$ cat src/rtl/cache_arbiter.sv
// cache_arbiter: shares one line-wide memory port between an I-cache (reads
// only) and a D-cache (reads and writebacks). Simultaneous requests are
// granted round-robin. The granted transaction is latched so the memory side
// sees stable outputs regardless of what the requesters do meanwhile.
//
// Handshake: a requester holds its read/write level until it sees its
// x_pmem_resp strobe (one cycle, combinational from pmem_resp while that side
// is being served), and drops the request in the following cycle. The memory
// holds pmem_read/pmem_write as a level and answers with a one-cycle
// pmem_resp; read data is valid in that cycle only.
module cache_arbiter #(
    parameter int ADDR_WIDTH = 32,
    parameter int LINE_WIDTH = 256
) (
    input  logic                  clk,
    input  logic                  rst,
    input  logic                  inst_pmem_read,
    input  logic [ADDR_WIDTH-1:0] inst_pmem_address,
    output logic [LINE_WIDTH-1:0] inst_pmem_rdata,
    output logic                  inst_pmem_resp,
    input  logic                  data_pmem_read,
    input  logic                  data_pmem_write,
    input  logic [ADDR_WIDTH-1:0] data_pmem_address,
    input  logic [LINE_WIDTH-1:0] data_pmem_wdata,
    output logic [LINE_WIDTH-1:0] data_pmem_rdata,
    output logic                  data_pmem_resp,
    output logic                  pmem_read,
    output logic                  pmem_write,
    output logic [ADDR_WIDTH-1:0] pmem_address,
    output logic [LINE_WIDTH-1:0] pmem_wdata,
    input  logic [LINE_WIDTH-1:0] pmem_rdata,
    input  logic                  pmem_resp,
    output logic [1:0]            o_dbg_state
);

    typedef enum logic [1:0] {
        IDLE    = 2'd0,
        SERVE_I = 2'd1,
        SERVE_D = 2'd2
    } state_t;

    localparam logic GRANT_I = 1'b0;
    localparam logic GRANT_D = 1'b1;

    state_t                  r_state;
    state_t                  w_next_state;
    logic                    r_last_grant;
    logic [ADDR_WIDTH-1:0]   r_addr;
    logic [LINE_WIDTH-1:0]   r_wdata;
    logic                    r_rd;
    logic                    r_wr;

    logic                    w_i_req;
    logic                    w_d_req;
    logic                    w_load_i;
    logic                    w_load_d;
    logic                    w_done;

    assign w_i_req = inst_pmem_read;
    assign w_d_req = data_pmem_read | data_pmem_write;

    // Read data is broadcast; only the completion strobes are steered.
    assign inst_pmem_rdata = pmem_rdata;
    assign data_pmem_rdata = pmem_rdata;

    assign pmem_read    = r_rd;
    assign pmem_write   = r_wr;
    assign pmem_address = r_addr;
    assign pmem_wdata   = r_wdata;
    assign o_dbg_state  = r_state;

    // Next-state, grant selection and completion strobes.
    always_comb begin
        w_next_state   = r_state;
        w_load_i       = 1'b0;
        w_load_d       = 1'b0;
        w_done         = 1'b0;
        inst_pmem_resp = 1'b0;
        data_pmem_resp = 1'b0;
        case (r_state)
            IDLE: begin
                // pmem_resp here belongs to no transaction and is dropped.
                if (w_i_req && w_d_req) begin
                    if (r_last_grant == GRANT_I) w_load_d = 1'b1;
                    else                         w_load_i = 1'b1;
                end else if (w_i_req) begin
                    w_load_i = 1'b1;
                end else if (w_d_req) begin
                    w_load_d = 1'b1;
                end
            end
            SERVE_I: begin
                if (pmem_resp) begin
                    w_done         = 1'b1;
                    inst_pmem_resp = 1'b1;
                    // The finishing side still has its request up this cycle,
                    // so only the other side may be chained.
                    if (w_d_req) w_load_d = 1'b1;
                    else         w_next_state = IDLE;
                end
            end
            SERVE_D: begin
                if (pmem_resp) begin
                    w_done         = 1'b1;
                    data_pmem_resp = 1'b1;
                    if (w_i_req) w_load_i = 1'b1;
                    else         w_next_state = IDLE;
                end
            end
            default: w_next_state = IDLE;
        endcase
        if (w_load_i) w_next_state = SERVE_I;
        if (w_load_d) w_next_state = SERVE_D;
    end

    // State, fairness bit and transaction latches.
    always_ff @(posedge clk) begin
        if (rst) begin
            r_state      <= IDLE;
            r_last_grant <= GRANT_I;
            r_addr       <= '0;
            r_wdata      <= '0;
            r_rd         <= 1'b0;
            r_wr         <= 1'b0;
        end else begin
            r_state <= w_next_state;
            if (w_done) begin
                r_last_grant <= (r_state == SERVE_D) ? GRANT_D : GRANT_I;
            end
            if (w_load_i) begin
                r_addr  <= inst_pmem_address;
                r_wdata <= '0;
                r_rd    <= 1'b1;
                r_wr    <= 1'b0;
            end else if (w_load_d) begin
                // A simultaneous read+write is treated as a writeback.
                r_addr  <= data_pmem_address;
                r_wdata <= data_pmem_wdata;
                r_rd    <= ~data_pmem_write;
                r_wr    <= data_pmem_write;
            end else if (w_done) begin
                // Address/data stay put; only the op levels drop in IDLE.
                r_rd <= 1'b0;
                r_wr <= 1'b0;
            end
        end
    end

endmodule

$ cat config.mk
export PLATFORM = sky130hd
export DESIGN_NAME = cache_arbiter
export DESIGN_NICKNAME = d
export VERILOG_FILES = /design/src/rtl/cache_arbiter.sv
export SDC_FILE = /design/constraint.sdc
export NUM_CORES = 1
export LEC_CHECK = 0
export ABC_AREA = 1
export CAP_MARGIN = 20
export CORE_AREA = 5 5 544 546
export DETAILED_ROUTE_END_ITERATION = 16
export DIE_AREA = 0 0 549 551
export DONT_BUFFER_PORTS = 1
export GPL_ROUTABILITY_DRIVEN = 0
export SLEW_MARGIN = 20
export SYNTH_ARGS = -nofsm -noshare
export SYNTH_HDL_FRONTEND = slang
export SYNTH_SLANG_ARGS = --single-unit
$ cat constraint.sdc
create_clock -name clk -period 1.69 [get_ports clk]
set_clock_uncertainty 0.2 [all_clocks]
set_input_delay 0.169 -clock clk [delete_from_list [all_inputs] [get_ports clk]]
set_output_delay 0.169 -clock clk [all_outputs]
set_load 0.03 [all_outputs]
==> impl_metrics.csv <==
group,metric,value,unit
status,status,"complete, but fails checks",
status,violations,"negative hold slack, negative setup slack",
pwr,leakage,9.40,nW
clocking,htreeDepth,2,
floorplanning,die_h,551,um
sta,drv_slew,0,
route,vias,14990,
sta,tns,-78.61,ns
route,dr.pass1.iters,8,
clocking,clk_latency,0.64,ns
clocking,clk_pin_slew,0.06,ns
clocking,cts_root_buffer,"clkbuf_16",
sta,slew_headroom,57.0,%
sta,finalHoldWorstSlack,-0.390,ns
worst_setup_path,crit_type,"flip-flop to flip-flop",
clocking,cts_buffers,39,
final_layout,final_nets,2723,
pwr,ir_drop,0.782,mV
final_layout,final_core_util,8.98,%
route,drt-vias-per-instance,2.46,
yosys,synth_cell_type_count,21,
global_route,grtUsageMet3,22.1,%
final_layout,fin_area,26100,um^2
yosys,ys_ff_latch,293,
place,dpl.hpwl,189000,um
global_route,met1_usage,7.03,%
global_route,use_met2,18.5,%
place,place_inst,5470,
clocking,cts_buffer_depth,3,
sta,period_share,122,%
worst_hold_path,min_path_type,"input port to flip-flop",
route,drt_wl_total,218000,um
global_route,grt_busiest_layer,"met3",
pwr,powerDensity,1280,nW/um^2
floorplanning,core,290000,um^2
yosys,syn-cell-area,14600,um^2
yosys,seq_area_frac_synth,40.2,%
final_layout,syn_to_final_growth,78.7,%
global_route,grt-ovfl-total,0,
route,postRouteAntennaNets,0,
yosys,synth_fp_nets,2471,
clocking,cts_hold_buf,459,
worst_setup_path,startpoint_type,"flip-flop",
final_layout,layout.cells.non_filler,6095,
worst_setup_path,critPathRequiredTime,2.07,ns
sta,fin_crit,2.06,ns
yosys,synth_cells,1886,
worst_setup_path,crit_arrival,2.44,ns
sta,setup_slack,-0.371,ns
global_route,grt_start_max_net_pins,54,
global_route,grt_pass1_vias,14524,
worst_setup_path,end_kind,"flip-flop",
yosys,synth_area_leaders,"dfxtp_1 (40%), buf_4 (28%), nand2_1 (15%)",
sta,tightestPinTransition,0.644,ns
route,drt_iter0_markers,1127,
sta,fmax,0.485,GHz
route,drc,0,
yosys,yosysWarnings,0,
global_route,antenna_found_initial,98,
sta,hold_viol_final,5,
clocking,cts_tree,"built",
floorplanning,die_area,302000,um^2
global_route,grt_pass1_wl,240000,um
run,drv_cap,0,
floorplanning,dieWidth,549,um
place,port_buffers,0,
sta,setup_viol_count_final,303,
place,place_area,17600,um^2
global_route,track_usage,13.2,%
floorplanning,row_count,198,
final_layout,drive_gt1_share,29.3,%
clocking,cts_sinks,293,
worst_setup_path,critPathMaxFanout,9,
yosys,yosysTopAreaCellShare,40.2,%
floorplanning,num_io_pins,1388,
yosys,avgSynthCellArea,7.73,um^2
route,wl_per_cell,35.8,um
floorplanning,start_util,5.03,%
sta,rsz0062_at_grt,"true",
yosys,yosysTopAreaCell,"dfxtp_1",
routing by layer:
| metal | vias to the layer above | wire length (um) |
|---|---|---|
| met3 | 595 | 77000 |
| li1 | 6000 | - |
| met4 | 18 | 14100 |
| met1 | 6591 | 41000 |
| met5 | - | 630 |
| met2 | 1786 | 85800 |
kinds of logic after synthesis:
logic type / synth area share, %
DFF: 40.2
adders and majority gates: 0.257
AOI/OAI and AO/OA: 10.9
and+or+nand+nor: 16.7
buffers and inverters: 32.0
final timing paths:
| check | slack (ns) | start | endpoint | depth (start not counted) |
|---|---|---|---|---|
| max | -0.37 | o_dbg_state[0] | pmem_wdata[104] | 9 |
| min | -0.39 | pmem_resp | r_last_grant | 2 |
| max reg2reg | -0.37 | o_dbg_state[0] | pmem_wdata[104] | 9 |
| min reg2reg | 0.26 | pmem_wdata[95] | pmem_wdata[95] | 2 |
cells in the mapped netlist:
master	n
nand2_1	591
buf_4	538
o21ai_0	1
a21oi_1	262
buf_2	57
o21ai_1	2
nor2_1	3
nor3_1	1
nand2_2	2
clkbuf_1	5
o21ai_2	1
clkinv_1	1
dfxtp_1	293
ha_1	3
o211ai_1	32
nand3_1	36
a21oi_2	1
nand4_1	1
buf_6	14
inv_1	40
inv_2	2
metrics by stage:
step	worst slack, ns	hold WS, ns	total power [W]
2_1_floorplan	-0.0284	0.0284	0.0163
3_3_place_gp	-0.303	0.0403	0.0195
3_5_place_dp	-0.327	0.0388	0.0195
4_1_cts	-0.379	-0.467	0.0308
5_1_grt	-0.425	-0.389	0.0349
6_report	-0.371	-0.390	0.0333
critical path, stage by stage (launching register included):
cell and delay (ns):
dfxtp_4 0.36, inv_4 0.08, ha_4 0.16, nand2_4 0.06, a21oi_4 0.25, buf_12 0.18, buf_16 0.18, clkbuf_16 0.21
nand2_1 0.09, a21oi_2 0.15
final cells by class:
class,count,area (um^2)
inverters,43,178
repair buffers,825,8820
well taps,3900,4880
diodes,28,70.1
flip-flops and latches,293,5870
fillers,33523,264000
multi-input cells,936,4870
clock inverters,21,255
clock buffers,49,1110
power by group:
part	switching, W	internal, W
combinational	0.00916	0.00556
clock	0.00395	0.00534
sequential	0.00129	0.00800
total	0.0144	0.0189
flip-flops by register name, summed over array words and instances (netlist names):
register      flops
o_dbg_state       2
pmem_address     32
pmem_read         1
pmem_wdata      256
pmem_write        1
r_last_grant      1
layout by cell type (no fill, tap or decap), drive strengths merged:
master	netlist	routed
nand2	593	593
dlygate4sd3	0	459
buf	609	334
dfxtp	293	293
a21oi	263	263
clkbuf	5	80
inv	42	48
nand3	36	36
o211ai	32	32
diode	0	28
clkinv	1	9
bufinv	0	4
o21ai	4	4
clkinvlp	0	3
nor2	3	3
ha	3	3
nand4	1	1
nor3	1	1
bufbuf	0	1
what timing repair did:
| action | CTS | global route |
|---|---|---|
| gates cloned | 6 | 42 |
| pin swaps | 4 | 47 |
| buffers inserted | 5 | 20 |
| setup endpoints to repair | 353 | 350 |
| resized for setup | 40 | 274 |
| hold endpoints to repair | 293 | 5 |
Note: power is estimated with default switching activity, not from simulation.
